### config.mk
export PLATFORM = sky130hd
export DESIGN_NAME = vga_timing_gen
export DESIGN_NICKNAME = d
export VERILOG_FILES = /design/src/rtl/vga_timing_gen.sv
export SDC_FILE = /design/constraint.sdc
export NUM_CORES = 1
export LEC_CHECK = 0
export ABC_AREA = 1
export BUFFER_PORTS_ARGS = -buffer_cell sky130_fd_sc_hd__buf_4
export CORE_ASPECT_RATIO = 1.2
export CORE_MARGIN = 1
export CORE_UTILIZATION = 55
export CTS_CLUSTER_DIAMETER = 200
export DETAILED_ROUTE_END_ITERATION = 6
export PLACE_DENSITY = 0.85
export SYNTH_ARGS = -nofsm -noshare
export SYNTH_HDL_FRONTEND = slang
export SYNTH_SLANG_ARGS = --single-unit
### constraint.sdc
create_clock -name i_clk -period 1.75 [get_ports i_clk]
set_input_delay 0.35 -clock i_clk [delete_from_list [all_inputs] [get_ports i_clk]]
set_output_delay 0.35 -clock i_clk [all_outputs]
set_load 0.1 [all_outputs]
### src/rtl/vga_timing_gen.sv
// VGA raster timing generator: free-running pixel/line counters with registered
// sync, display-enable, coordinate and per-frame strobe outputs.
module vga_timing_gen #(
   parameter int unsigned H_VISIBLE  = 800,
   parameter int unsigned H_FRONT    = 56,
   parameter int unsigned H_SYNC     = 120,
   parameter int unsigned H_BACK     = 64,
   parameter int unsigned V_VISIBLE  = 600,
   parameter int unsigned V_FRONT    = 37,
   parameter int unsigned V_SYNC     = 6,
   parameter int unsigned V_BACK     = 23,
   parameter bit          H_SYNC_POL = 1'b1,
   parameter bit          V_SYNC_POL = 1'b1
) (
   input  logic        i_clk,
   input  logic        i_rst_n,
   output logic        o_hsync,
   output logic        o_vsync,
   output logic        o_disp_enbl,
   output logic [10:0] o_h_coord,
   output logic [9:0]  o_v_coord,
   output logic        o_frame_start,
   output logic        o_frame_end
);

   localparam int unsigned H_TOTAL = H_VISIBLE + H_FRONT + H_SYNC + H_BACK;
   localparam int unsigned V_TOTAL = V_VISIBLE + V_FRONT + V_SYNC + V_BACK;

   if (H_TOTAL > 2048 || H_TOTAL == 0) begin : gen_h_total_check
      $error("vga_timing_gen: H_TOTAL must be in 1..2048");
   end
   if (V_TOTAL > 1024 || V_TOTAL == 0) begin : gen_v_total_check
      $error("vga_timing_gen: V_TOTAL must be in 1..1024");
   end

   // Compare in one extra bit so a visible width equal to the full range still decodes.
   localparam logic [11:0] H_VIS        = 12'(H_VISIBLE);
   localparam logic [11:0] H_SYNC_START = 12'(H_VISIBLE + H_FRONT);
   localparam logic [11:0] H_SYNC_END   = 12'(H_VISIBLE + H_FRONT + H_SYNC);
   localparam logic [10:0] H_LAST       = 11'(H_TOTAL - 1);
   localparam logic [10:0] V_VIS        = 11'(V_VISIBLE);
   localparam logic [10:0] V_SYNC_START = 11'(V_VISIBLE + V_FRONT);
   localparam logic [10:0] V_SYNC_END   = 11'(V_VISIBLE + V_FRONT + V_SYNC);
   localparam logic [9:0]  V_LAST       = 10'(V_TOTAL - 1);

   // Next pixel to present; the output registers lag it by exactly one cycle.
   logic [10:0] h_q, h_d;
   logic [9:0]  v_q, v_d;
   logic [11:0] h_ext;
   logic [10:0] v_ext;
   logic        disp_d, hsync_d, vsync_d, fstart_d, fend_d;

   always_comb begin
      h_d = h_q + 11'd1;
      v_d = v_q;
      if (h_q == H_LAST) begin
         h_d = '0;
         v_d = (v_q == V_LAST) ? '0 : v_q + 10'd1;
      end
   end

   always_comb begin
      h_ext    = {1'b0, h_q};
      v_ext    = {1'b0, v_q};
      disp_d   = (h_ext < H_VIS) && (v_ext < V_VIS);
      hsync_d  = ((h_ext >= H_SYNC_START) && (h_ext < H_SYNC_END)) ? H_SYNC_POL : ~H_SYNC_POL;
      vsync_d  = ((v_ext >= V_SYNC_START) && (v_ext < V_SYNC_END)) ? V_SYNC_POL : ~V_SYNC_POL;
      fstart_d = (h_q == '0) && (v_q == '0);
      fend_d   = (h_q == '0) && (v_ext == V_VIS);
   end

   always_ff @(posedge i_clk or negedge i_rst_n) begin
      if (!i_rst_n) begin
         h_q           <= '0;
         v_q           <= '0;
         o_h_coord     <= '0;
         o_v_coord     <= '0;
         o_disp_enbl   <= 1'b0;
         o_hsync       <= ~H_SYNC_POL;
         o_vsync       <= ~V_SYNC_POL;
         o_frame_start <= 1'b0;
         o_frame_end   <= 1'b0;
      end else begin
         h_q           <= h_d;
         v_q           <= v_d;
         o_h_coord     <= h_q;
         o_v_coord     <= v_q;
         o_disp_enbl   <= disp_d;
         o_hsync       <= hsync_d;
         o_vsync       <= vsync_d;
         o_frame_start <= fstart_d;
         o_frame_end   <= fend_d;
      end
   end

endmodule

Word level (Yosys, flattened, before mapping)
Index checks and enable logic that the tools add are counted.
Widths: inputs -> output; s select.

storage, ports and cells
  bits in registers = 47
  input port bits = 2

operators by class
  eq/ne operators = 3
  order comparisons = 6
  reductions and logical operators = 7
  muxes and demuxes = 4
  add/sub/neg operators = 2

operators with widths
  kind                   number
  $lt 11x10->1 const B   2
  $eq 10x10->1 const B   2
  $lt 10x10->1 const B   2
  $add 11x1->11 const B  1
  $eq 11x11->1 const B   1
  $ge 11x10->1 const B   1
  $logic_not 11->1       1
  $mux 11                1
  $add 10x1->10 const B  1
  $ge 10x10->1 const B   1
  $logic_not 10->1       1
  $mux 10                1
  $logic_and 1x1->1      5
  $mux 1                 2

Longest topological paths before layout
Gate-level depths: netlist (run 1).

  word-level depth = 3
  depth in mapped cells = 8
  mapped depth without buffers = 8

Worst setup path before layout (run 1)
Ideal clock, no wire load.

  path kind = register to register
  start point = register h_q[0]
  end point = register v_q[0]
  data arrival time = 1169 ps
  stages on the path, launching flop included = 8
  library setup time = 122 ps
  required time = 1628 ps
  path slack = 459 ps
  buffers on the path = 1
  cell sequence = dfrtp_1 ha_1 nand2_2 nor2_4 nand3_4 nor2_8 buf_6 o21ai_1

on the way
  word-level cells in the longest chain between the ends = 1

ends and longest elaborated chain
  what                      RTL line  text
  start: declaration        47        logic [10:0] h_q, h_d;
  start signal: assignment  74        h_q <= '0;
  start signal: assignment  84        h_q <= h_d;
  $eq 11x11->1              56        if (h_q == H_LAST) begin
  end signal: assignment    85        v_q <= v_d;
  end: declaration          48        logic [9:0] v_q, v_d;

Every way passes these cells.
A chain may end at the register's enable or synchronous reset.

Worst setup path in the final report (run 1)
  start point = register h_q[0]
  end point = register v_q[7]

Same word-level chain as after synthesis.

==> flow_summary.json, run 1 <==
{
  "status": "complete, but fails checks",
  "violations": "design-rule violations",
  "io_pins": 28,
  "worst_hold_slack_ns": 0.0378,
  "period_share": 0.898,
  "worstMarginPinSlew_ns": 0.546,
  "gp_congestion": 0.858,
  "placed_cells": 275,
  "final_cell_area_um2": 2380,
  "postSynthRegisterBits": 47,
  "slowest_stage": "dfrtp_1",
  "placementRows": 23,
  "synth-edff-count": 0,
  "root_buffer": "clkbuf_8",
  "hold_viol": 0,
  "tns_ns": 0,
  "power_switching_uw": 348,
  "initial_core_util": 0.592,
  "design.die.area_um2": 3970,
  "area_growth_pct": 16.5,
  "antenna_found_initial": 0,
  "instances_no_fill": 283,
  "fin_crit_ns": 1.57,
  "crit_fanout": 17,
  "power_density_nw_per_um2": 753,
  "grt_start_max_net_pins": 48,
  "cp.required_ns": 1.93,
  "grt_use_total": 0.206,
  "ant_nets": 0,
  "dr.pass1.iters": 6,
  "die_width_um": 57.7,
  "h-tree-depth": 2,
  "worstSetupPathType": "reg2reg",
  "vias": 1505,
  "comb_power_share": 0.011,
  "portBuffers": 27,
  "drt-met1-wl_um": 1420,
  "antenna_cells": 0,
  "grt_pass1_wl_um": 5970,
  "cts_tree": "built",
  "grt_pass1_vias": 1427,
  "cts_resized": 0,
  "wire_per_inst_um": 12.8,
  "finalNetCount": 253,
  "p_int_mw": 1.45,
  "yosys_warnings": 0,
  "pwr-share-seq": 0.604,
  "grt_overflow_total": 0,
  "crit_path_max_incr_delay_ns": 0.40,
  "final_common_cell": "dfrtp_1",
  "ys_seq_area_frac": 0.575,
  "fp.dieH_um": 68.8,
  "synthFlopType": "dfrtp_1",
  "path_cells": "ha_1 > nand2_2 > nor2_4 > nand3_4 > nor2_8 > inv_2 > nand2_1 > o21ai_1",
  "leakage_nw": 1.23,
  "mostFrequentLayoutCells": "dfrtp_1 (47), nand2_1 (34), inv_1 (29), buf_4 (29), nor2_1 (26)",
  "dpl_cell_area_um2": 2280,
  "clock-sinks": 47,
  "totalWireLength_um": 3610,
  "cts_buffer_depth": 2,
  "ys_types": 26,
  "numCtsBuffers": 5,
  "hold_buffers": 0,
  "p_clk_frac": 0.384,
  "maxCapViolations": 0,
  "clk_latency_ns": 0.30,
  "drcViolationCount": 7,
  "hpwl_um": 2530,
  "endpoint_kind": "register",
  "slew_headroom": 0.636,
  "core_um2": 3450,
  "fin_skew_ns": 0.00265,
  "syn_nets": 221,
  "slew_viol_final": 0,
  "avgSynthCellArea_um2": 9.60,
  "async_flop_share": 1.00,
  "synth_area_um2": 2050,
  "crit_arrival_ns": 1.75,
  "rsz0062_at_grt": "false",
  "highest_layer": "met4",
  "drive_gt1_frac": 0.175,
  "setup_violations": 0,
  "netlist_instances": 213,
  "startpoint_type": "register",
  "via_per_inst": 5.32,
  "met2RoutedLength_um": 1960,
  "hp-class": "in2async",
  "power.switching_fraction": 0.194,
  "drtIter0Drc": 65,
  "met3_wirelength_um": 175,
  "vdd_drop_max_uv": 454,
  "post_cts_buffers": 0,
  "clkSlewWorstSetupHoldPaths_ns": 0.08,
  "fmax_mhz": 636
}
[cells by family (layout without fill, tap and decap cells)]
logic type	Yosys count	in the layout	share of synthesized area
AO/OA/AOI/OAI	21	21	0.0526
adder cells (fa/ha/maj)	6	6	0.0367
flip-flops	47	47	0.575
XOR/XNOR	10	10	0.0428
AND/OR/NAND/NOR	95	95	0.225
buffers and inverters	34	67	0.0679
[Yosys cell counts, drive strengths merged (2+ instances only)]
library cell  instances  area, um2
o21ai                14       70.1
nand4                 5       31.3
nand3b                3       22.5
a21oi                 6       30.0
nor3b                 2       15.0
nor2                 29        135
nor3                  4       20.0
ha                    6       75.1
nand3                15       87.6
dfrtp                47       1180
buf                   3       21.3
xor2                 10       87.6
inv                  30        113
nand2                35        134
[stage by stage]
| stage | utilization | power (mW) | setup WS, ns |
|---|---|---|---|
| finish | 0.690 | 1.79 | 0.178 |
| global route | 0.690 | 1.85 | 0.0678 |
| CTS | 0.690 | 1.81 | 0.198 |
| detailed placement | 0.661 | 1.13 | 0.216 |
| global placement | 0.661 | 1.13 | 0.270 |
| floorplan | - | 1.11 | 0.459 |
[sequential cells by signal (all words and copies together) (netlist names)]
name / count
o_vsync: 1
o_h_coord: 11
h_q: 11
o_v_coord: 10
v_q: 10
o_frame_start: 1
o_hsync: 1
o_disp_enbl: 1
o_frame_end: 1
[layer usage]
| metal | up-vias | GRT usage |
|---|---|---|
| met1 | 721 | 0.217 |
| met4 | 0 | 0.0863 |
| li1 | 735 | - |
| met3 | 4 | 0.0578 |
| met2 | 45 | 0.388 |
| met5 | - | 0 |
[final timing paths]
| kind | startpoint | to | slack (ns) | cells past startpoint |
|---|---|---|---|---|
| hold / removal | i_rst_n | h_q[1] | 0.04 | 1 |
| min in group i_clk | h_q[8] | o_h_coord[8] | 0.41 | 0 |
| setup reg to reg | h_q[0] | v_q[7] | 0.18 | 8 |
| max in group asynchronous | i_rst_n | v_q[7] | 1.34 | 1 |
| setup / recovery | h_q[0] | v_q[7] | 0.18 | 8 |
| hold reg to reg | h_q[8] | o_h_coord[8] | 0.41 | 0 |
[power by group through the flow]
stage	Clock, mW	Sequential, mW	Combinational (mW)
2_1_floorplan	0	1.11	0.000000421
3_3_place_gp	0	1.11	0.0218
3_5_place_dp	0	1.11	0.0222
4_1_cts	0.705	1.08	0.0222
5_1_grt	0.744	1.08	0.0246
6_report	0.690	1.08	0.0202
[layout make-up]
| cell class | instances | area (um2) |
|---|---|---|
| clock buffer | 8 | 100 |
| multi-input combinational | 132 | 731 |
| timing repair buffer | 29 | 218 |
| inverter | 30 | 113 |
| fill | 260 | 1070 |
| tap | 37 | 46.3 |
| sequential | 47 | 1180 |
[critical path: cells and delay by family (launching register included)]
kind / cells / cell delay (ns)
buffers and inverters: 1 / 0.13
and+or+nand+nor: 5 / 0.62
AOI/OAI and AO/OA: 1 / 0.07
DFF: 1 / 0.40
adders and majority gates: 1 / 0.23
Power figures use the tool's default switching activity.
==> run 2: changes to the inputs <==
Settings changed: BUFFER_PORTS_ARGS -buffer_cell sky130_fd_sc_hd__buf_4 to unset, DONT_BUFFER_PORTS set to 1, HOLD_SLACK_MARGIN set to 0.08, PLACE_DENSITY 0.85 to 0.78.
==> run 2 against run 1 <==
  * The run still ends with design-rule violations left
  * Setup slack improved by 0.0049 ns
  * Routed wire length increased by 1.2%
  * Utilization increased by 0.43 points
  * Clock-buffer cell count decreased by 2
  * Design area increased by 0.63%
  * Clock power decreased by 10%
  * Die area unchanged
  * Sequential share of layout area decreased by 0.31 points
==> flow_summary.json, run 2 (synthesis gave the netlist of run 1 again) <==
{
  "io_pins": 28,
  "comb_power_share": 0.016,
  "wire_per_inst_um": 12.9,
  "worst_hold_slack_ns": 0.418,
  "portBuffers": 0,
  "path_buf_inv": 1,
  "gp_congestion": 0.858,
  "h-tree-depth": 2,
  "design.die.area_um2": 3970,
  "leakage_nw": 1.23,
  "hp-class": "reg2reg",
  "fin_skew_ns": 0.00487,
  "power_switching_uw": 362,
  "endpoint": "v_q[6]",
  "crit_path_start": "h_q[0]",
  "nFillCells": 256,
  "totalWireLength_um": 3660,
  "numCtsBuffers": 5,
  "tns_ns": 0,
  "crit_fanout": 17,
  "dr.pass1.iters": 6,
  "startpoint_type": "register",
  "drcViolationCount": 5,
  "path_cells": "ha_1 > nand2_2 > nor2_4 > nand3_4 > nor2_8 > inv_2 > nand2_1 > o21ai_1",
  "finalNetCount": 254,
  "worstMarginPinSlew_ns": 0.392,
  "slew_headroom": 0.737,
  "via_per_inst": 5.22,
  "vdd_drop_max_uv": 576,
  "power_mw": 1.73,
  "core_um2": 3450,
  "hpwl_um": 2610,
  "power.switching_fraction": 0.209,
  "grt_use_total": 0.208,
  "grt_pass1_wl_um": 5840,
  "status": "complete, but fails checks",
  "initial_core_util": 0.592,
  "placementRows": 23,
  "rr_endpoint": "v_q[6]",
  "reg2reg_slack_ns": 0.18,
  "grt_start_max_net_pins": 48,
  "grt_overflow_total": 0,
  "rsz0062_at_grt": "false",
  "cts_buffer_depth": 2,
  "crit_arrival_ns": 1.75,
  "grt_pass1_vias": 1297,
  "p_clk_frac": 0.358,
  "path_delay_family": "simple AND/OR/NAND/NOR gates",
  "cts_resized": 0,
  "slowest_stage": "dfrtp_1",
  "die_width_um": 57.7,
  "setup_violations": 0,
  "cts_tree": "built",
  "power_density_nw_per_um2": 723,
  "hold_viol": 0,
  "fp.dieH_um": 68.8,
  "r2r-start": "h_q[0]",
  "p_int_mw": 1.37,
  "antenna_cells": 0,
  "slew_viol_final": 0,
  "clk_latency_ns": 0.30,
  "pwr-share-seq": 0.626,
  "ant_nets": 0,
  "vias": 1483,
  "period_share": 0.895,
  "multi_input_area_um2": 731,
  "seqCellArea_um2": 1180,
  "antenna_found_initial": 0,
  "cp.required_ns": 1.93,
  "clkSlewWorstSetupHoldPaths_ns": 0.08,
  "endpoint_kind": "register",
  "r2r_cells": 8,
  "maxCapViolations": 0,
  "worstSetupPathType": "reg2reg",
  "final_cell_area_um2": 2400,
  "dpl_cell_area_um2": 2280,
  "drtIter0Drc": 74,
  "violations": "design-rule violations",
  "mostFrequentLayoutCells": "dfrtp_1 (47), nand2_1 (34), inv_1 (29), buf_4 (28), nor2_1 (26)",
  "crit_cells": 8,
  "final_common_cell": "dfrtp_1",
  "fmax_mhz": 638,
  "crit_path_max_incr_delay_ns": 0.42,
  "largest_registers": "h_q (11), o_h_coord (11)",
  "area_growth_pct": 17.2,
  "drive_gt1_frac": 0.174,
  "clock-sinks": 47,
  "root_buffer": "clkbuf_8",
  "fin_crit_ns": 1.57
}
==> run 2: cell types whose count changed in the layout (fill, tap and decap cells not counted), sizes merged <==
cell	delta
clkbuf	-2
clkinv	+1
clkinvlp	+1
dlygate4sd3	+1
==> run 2: worst register-to-register path, stage by stage, from the launching register on <==
cell and delay (ns):
dfrtp_1 0.42, ha_1 0.22, nand2_2 0.09, nor2_4 0.12, nand3_4 0.10, nor2_8 0.23
inv_2 0.13, nand2_1 0.08, o21ai_1 0.06
==> run 2: cell type report <==
class                      instances  area share
inverter                          30      0.0469
clock inverter                     2     0.00522
tap                               37      0.0193
timing repair buffer              30       0.103
multi-input combinational        132       0.305
sequential                        47       0.490
clock buffer                       6      0.0303
==> run 2: worst min-delay path by stage <==
stage | endpoint | slack, ns | start | cells past startpoint
2_1_floorplan | h_q[0] | 0.05 | i_rst_n | 0
3_3_place_gp | o_h_coord[1] | 0.06 | i_rst_n | 0
3_5_place_dp | o_h_coord[2] | 0.06 | i_rst_n | 0
4_1_cts | o_h_coord[8] | 0.42 | h_q[8] | 0
5_1_grt | o_h_coord[8] | 0.42 | h_q[8] | 0
6_report | o_h_coord[8] | 0.42 | h_q[8] | 0
==> run 2: power groups by stage <==
stage,clock network (mW),registers [mW],logic [mW]
after floorplan,0,1.11,0.000000421
final,0.621,1.08,0.0282
after global routing,0.686,1.08,0.0333
after global placement,0,1.11,0.000000546
after CTS,0.639,1.08,0.0301
after detailed placement,0,1.11,0.000000546
==> run 2: through the flow <==
stage,setup WS [ns],utilization,cells
6_report,0.183,0.695,284
2_1_floorplan,0.459,-,213
5_1_grt,0.0596,0.695,284
4_1_cts,0.167,0.695,284
3_5_place_dp,0.182,0.659,274
3_3_place_gp,0.276,0.659,274
==> run 2: routing by layer <==
layer  up-vias  GRT usage  part of all wire
met5         -          0                 0
met4         0      0.116             0.022
met3         6     0.0560             0.039
met2        30      0.353              0.52
met1       705      0.242              0.42
li1        742          -                 -
==> run 2: repair_timing <==
item                      CTS  global route
hold buffers                2             0
setup buffers               0             0
hold endpoints to repair   47             0
